[src/rtl/shared_reg_arbiter_pkg.sv]
// Shared types for the shared-register arbiter: FSM state encoding and the
// upper bound on the requester count.
package arb_pkg;

    typedef enum logic [1:0] {
        IDLE  = 2'd0,
        GRANT = 2'd1,
        WRITE = 2'd2,
        ACK   = 2'd3
    } arb_state_t;

    localparam int MAX_NREQ = 8;

endpackage

[src/rtl/shared_reg_arbiter_rr_pick.sv]
// Combinational round-robin picker: returns the first set req bit at or after
// ptr, wrapping modulo NREQ. With ptr tied to 0 it is a plain lowest-index
// priority encoder.
module rr_pick
    import arb_pkg::*;
#(
    parameter int NREQ = 4,
    parameter int SELW = $clog2(NREQ)
) (
    input  logic [NREQ-1:0] req,
    input  logic [SELW-1:0] ptr,
    output logic            valid,
    output logic [SELW-1:0] index
);

    // Scan from the farthest candidate back to ptr so the nearest set bit wins.
    always_comb begin
        int pos;
        logic [SELW-1:0] idx;
        valid = 1'b0;
        index = '0;
        pos   = 0;
        idx   = '0;
        for (int i = MAX_NREQ - 1; i >= 0; i--) begin
            if (i < NREQ) begin
                pos = int'(ptr) + i;
                if (pos >= NREQ) begin
                    pos = pos - NREQ;
                end
                idx = pos[SELW-1:0];
                if (req[idx]) begin
                    valid = 1'b1;
                    index = idx;
                end
            end
        end
    end

endmodule

[src/rtl/shared_reg_arbiter.sv]
// Round-robin arbiter/sequencer sharing one write-enabled datapath register
// among NREQ requesters. Each transaction: GRANT -> WRITE (reg_en pulse) ->
// ACK (one-cycle ack to the owner) -> IDLE.
// Build option: define ARB_FIXED_PRIORITY_EN for fixed priority, where the
// lowest set req index always wins and no rotating pointer is kept.
//
// Handshake: a requester raises req[i] and holds it until ack[i] pulses for
// one cycle; it must drop req[i] within one cycle of that ack. Dropping
// req[i] while only granted (before the write cycle) abandons the request
// without a write or an ack; dropping it during the write cycle is ignored.
module shared_reg_arbiter
    import arb_pkg::*;
#(
    parameter int NREQ  = 4,
    parameter int WIDTH = 32,
    localparam int SELW = $clog2(NREQ)
) (
    input  logic                  clk,
    input  logic                  reset,
    input  logic [NREQ-1:0]       req,
    input  logic [NREQ*WIDTH-1:0] wdata,
    output logic [NREQ-1:0]       gnt,
    output logic [NREQ-1:0]       ack,
    output logic [SELW-1:0]       reg_sel,
    output logic [WIDTH-1:0]      reg_wdata,
    output logic                  reg_en,
    output logic                  busy
);

    arb_state_t      state;
    logic [SELW-1:0] owner;
    logic [SELW-1:0] pick_ptr;
    logic            pick_valid;
    logic [SELW-1:0] pick_index;

`ifdef ARB_FIXED_PRIORITY_EN
    assign pick_ptr = '0;
`else
    logic [SELW-1:0] ptr;
    assign pick_ptr = ptr;
`endif

    rr_pick #(
        .NREQ (NREQ),
        .SELW (SELW)
    ) u_pick (
        .req   (req),
        .ptr   (pick_ptr),
        .valid (pick_valid),
        .index (pick_index)
    );

    // Transaction sequencer: latches the winner in IDLE and walks it through
    // grant, write and ack; the owner is kept after ACK so the mux holds.
    always_ff @(posedge clk) begin
        if (reset) begin
            state <= IDLE;
            owner <= '0;
`ifndef ARB_FIXED_PRIORITY_EN
            ptr   <= '0;
`endif
        end else begin
            case (state)
                IDLE: begin
                    if (pick_valid) begin
                        owner <= pick_index;
                        state <= GRANT;
                    end
                end
                GRANT: begin
                    if (req[owner]) begin
                        state <= WRITE;
                    end else begin
                        state <= IDLE;
                    end
                end
                WRITE: begin
                    state <= ACK;
                end
                ACK: begin
`ifndef ARB_FIXED_PRIORITY_EN
                    if (owner == SELW'(NREQ - 1)) begin
                        ptr <= '0;
                    end else begin
                        ptr <= owner + SELW'(1);
                    end
`endif
                    state <= IDLE;
                end
                default: begin
                    state <= IDLE;
                end
            endcase
        end
    end

    // Moore output decode from the registered state and owner.
    always_comb begin
        gnt    = '0;
        ack    = '0;
        reg_en = 1'b0;
        busy   = (state != IDLE);
        case (state)
            GRANT: gnt = NREQ'(1) << owner;
            WRITE: begin
                gnt    = NREQ'(1) << owner;
                reg_en = 1'b1;
            end
            ACK:   ack = NREQ'(1) << owner;
            default: ;
        endcase
    end

    assign reg_sel   = owner;
    assign reg_wdata = wdata[int'(owner)*WIDTH +: WIDTH];

endmodule

[config.mk]
export PLATFORM = sky130hd
export DESIGN_NAME = shared_reg_arbiter
export DESIGN_NICKNAME = d
export VERILOG_FILES = /design/src/rtl/shared_reg_arbiter_pkg.sv /design/src/rtl/shared_reg_arbiter_rr_pick.sv /design/src/rtl/shared_reg_arbiter.sv
export SDC_FILE = /design/constraint.sdc
export NUM_CORES = 1
export LEC_CHECK = 0
export CELL_PAD_IN_SITES_DETAIL_PLACEMENT = 1
export CELL_PAD_IN_SITES_GLOBAL_PLACEMENT = 1
export CORE_ASPECT_RATIO = 1.2
export CORE_MARGIN = 2
export CORE_UTILIZATION = 18
export CTS_BUF_LIST = sky130_fd_sc_hd__clkbuf_4 sky130_fd_sc_hd__clkbuf_8
export DETAILED_ROUTE_END_ITERATION = 8
export PLACE_DENSITY = 0.87
export SLEW_MARGIN = 20
export SYNTH_ARGS = -nofsm -noshare
export SYNTH_HDL_FRONTEND = slang
export SYNTH_SLANG_ARGS = --single-unit
[constraint.sdc]
create_clock -name clk -period 2.2 [get_ports clk]
set_clock_uncertainty 0.05 [all_clocks]
set_input_delay 0.33 -clock clk [delete_from_list [all_inputs] [get_ports clk]]
set_output_delay 0.33 -clock clk [all_outputs]
set_load 0.05 [all_outputs]
==> impl_metrics.py, run 1 <==
metrics = {
    "floorplan": {
        "initial_core_util_pct": 18.76,
        "core_area_sq_mm": 0.006937,
        "pin_count": 178,
        "die_h_microns": 97.14,
        "num_rows": 33,
        "fp.dieW_microns": 81.62,
        "dieArea_sq_mm": 0.007928,
    },
    "yosys": {
        "synth_cell_types": 25,
        "synthArstFlopShare_pct": 0,
        "netlist_area_sq_mm": 0.001301,
        "synthCells": 99,
        "synth.yosys.seq_area_share_pct": 9.231,
        "synth_nets": 242,
        "synth_edf_count": 0,
        "avgSynthCellArea_sq_um": 13.14,
        "ys.flop_type": "dfxtp_1",
        "ys_ff_latch": 6,
        "ys_warn_count": 0,
    },
    "finish": {
        "stdcell_area_sq_mm": 0.003207,
        "syn2layout_area_growth_pct": 146.4,
        "final_cell_mix": "clkdlybuf4s50_1 (135), buf_4 (34), mux4_2 (33)",
        "multi_input_area_sq_mm": 0.001077,
        "seq_area_sq_um": 122.6,
        "num_antenna_cells": 0,
        "fin_nets": 419,
        "final_cells": 361,
        "drive_gt1_share_pct": 31.02,
        "fillers": 775,
        "mostFrequentLayoutCell": "clkdlybuf4s50_1",
    },
    "timing": {
        "setup_ws_ps": 112.5,
        "fin_tns_setup_ps": 0,
        "max-slew-margin-rel_pct": 65.99,
        "finalHoldViolCount": 0,
        "period_needed_ps": 2087,
        "rsz0062_at_grt": "false",
        "fmax_mhz": 479.0,
        "drv_slew": 0,
        "tightest_slew_ps": 508.6,
        "final.period_utilization_pct": 94.88,
        "finalSetupViolCount": 0,
    },
    "cts": {
        "holdBufCountCts": 0,
        "cts_buffer_depth": 2,
        "htree_levels": 1,
        "path_clk_slew_ps": 40,
        "cts_num_sinks": 6,
        "insertion_delay_ps": 230,
        "ctsResizeCount": 0,
        "tritoncts": "yes",
        "postCtsSetupBuffers": 0,
        "cts_inserted_buffers": 3,
        "root_buffer": "clkbuf_8",
    },
    "route": {
        "drt_iter0_markers": 12,
        "viasPerCell": 4.740,
        "wl_per_cell_microns": 18.90,
        "drc_errors": 0,
        "dr.pass1.iters": 4,
        "vias": 1711,
        "wirelength_microns": 6822,
        "antenna_left": 0,
    },
    "global_routing": {
        "grt_max_degree": 40,
        "antenna_found_initial": 0,
        "grt_overflow": 0,
        "grt_pass1_wl_microns": 10370,
        "grt_use_met2_pct": 30.26,
        "met3_usage_pct": 5.390,
        "busiest_layer": "met2",
        "grt_usage_pct": 17.01,
        "grt_pass1_vias": 1874,
        "met1_usage_pct": 19.29,
    },
    "power_and_ir_drop": {
        "p_per_area_mw_per_mm2": 380.5,
        "cellLeakagePower_uw": 0.001186,
        "peakVddDrop_mv": 0.1905,
    },
    "worst_hold_path": {
        "min_from": "pick_ptr[0]",
        "worstHoldPathType": "flop to flop",
        "worstHoldPathCells": 2,
        "min_to": "pick_ptr[0]",
    },
    "place": {
        "place_congestion": 0.8339,
        "post-dp-hpwl_microns": 5902,
        "dpl-instance-area_sq_mm": 0.003166,
        "numPortBuffers": 177,
        "pre_cts_slack_ps": 330.9,
        "dp.cells": 358,
    },
    "worst_setup_path": {
        "path_class": "flop to primary output",
        "max_stage_delay_ps": 860,
        "required_ps": 1820,
        "worstReg2RegStart": "reg_sel[1]",
        "crit_fanout": 39,
        "critPathLaunchType": "flop",
        "r2r_setup_slack_ps": 650,
        "cp_cell_sequence": "buf_12 -> clkdlybuf4s50_1",
        "cp-end-kind": "primary output",
        "r2r.worst_path.cells": 4,
        "cp_slowest_cell": "clkdlybuf4s50_1",
        "crit_arrival_ps": 1710,
    },
    "outcome": {
        "outcome": "completed",
    },
    "flow_run": {
        "cap_violations": 0,
    },
}
[critical path, delay by kind of cell, from the launching register on]
family	cells	cell delay, ps
buffers and inverters	2	1130
flip-flops	1	330
[metal layers]
metal,part of all wire (%),up-vias
met4,1.8,0
met5,0,-
met2,50,107
met1,36,835
met3,12,9
li1,-,760
[power breakdown]
group          leakage [uW]  switching (uW)  total, uW  internal [uW]
logic               0.00111             460        931            470
registers         0.0000498            6.11        122            116
clock network     0.0000216            49.8        168            118
total               0.00119             516       1220            704
[synthesized netlist by cell type, types with 2 or more instances]
| master | count | share of area [%] |
|---|---|---|
| mux4_2 | 33 | 57 |
| ha_1 | 9 | 8.7 |
| and2_1 | 8 | 3.8 |
| inv_1 | 8 | 2.3 |
| dfxtp_1 | 6 | 9.2 |
| nor2_1 | 5 | 1.4 |
| buf_2 | 4 | 1.5 |
| buf_6 | 3 | 2.6 |
| nand2_1 | 3 | 0.87 |
| a21oi_1 | 2 | 0.77 |
| a221oi_1 | 2 | 1.3 |
| mux2i_1 | 2 | 1.5 |
| nor2b_1 | 2 | 0.96 |
[worst max-delay path by stage]
stage                     to  cells past startpoint       start  slack, ps
2_1_floorplan  reg_wdata[10]                      3  reg_sel[0]         60
3_3_place_gp      reg_sel[0]                      2  reg_sel[0]        330
3_5_place_dp      reg_sel[0]                      2  reg_sel[0]        330
4_1_cts           reg_sel[0]                      2  reg_sel[0]         90
5_1_grt           reg_sel[0]                      2  reg_sel[0]         20
6_report          reg_sel[0]                      2  reg_sel[0]        110
[metrics by stage]
step	total power [uW]	hold slack (ps)	utilization, %
final	1220	508.9	46.23
after global routing	1283	553.6	46.23
after floorplan	626.7	342.4	-
after CTS	1236	513.4	46.23
after detailed placement	1063	485.6	45.63
after global placement	1049	475.2	45.63
[final cells by class]
| cell class | count | share of cell area, % |
|---|---|---|
| Sequential cell | 6 | 3.824 |
| Inverter | 8 | 0.9364 |
| Multi-Input combinational cell | 77 | 33.59 |
| Tap cell | 87 | 3.394 |
| Clock buffer | 3 | 1.288 |
| Timing Repair Buffer | 180 | 56.96 |
[logic make-up (layout without fill, tap and decap cells)]
family | after synthesis | count (layout) | share of synthesized area, %
muxes | 35 | 35 | 58.65
AOI/OAI and AO/OA | 9 | 9 | 5.097
buffers and inverters | 16 | 191 | 7.981
and+or+nand+nor | 24 | 24 | 10.38
adders and majority gates | 9 | 9 | 8.654
DFF | 6 | 6 | 9.231
Power figures use the tool's default switching activity.
==> run 2: changes to the inputs <==
--- a/config.mk
+++ b/config.mk
@@ -13,7 +13,7 @@
 export CTS_BUF_LIST = sky130_fd_sc_hd__clkbuf_4 sky130_fd_sc_hd__clkbuf_8
 export DETAILED_ROUTE_END_ITERATION = 8
 export PLACE_DENSITY = 0.87
-export SLEW_MARGIN = 20
+export SLEW_MARGIN = 0
 export SYNTH_ARGS = -nofsm -noshare
 export SYNTH_HDL_FRONTEND = slang
 export SYNTH_SLANG_ARGS = --single-unit
==> results of run 2 <==
The final DEF is identical to that of run 1; final timing and power are the same.
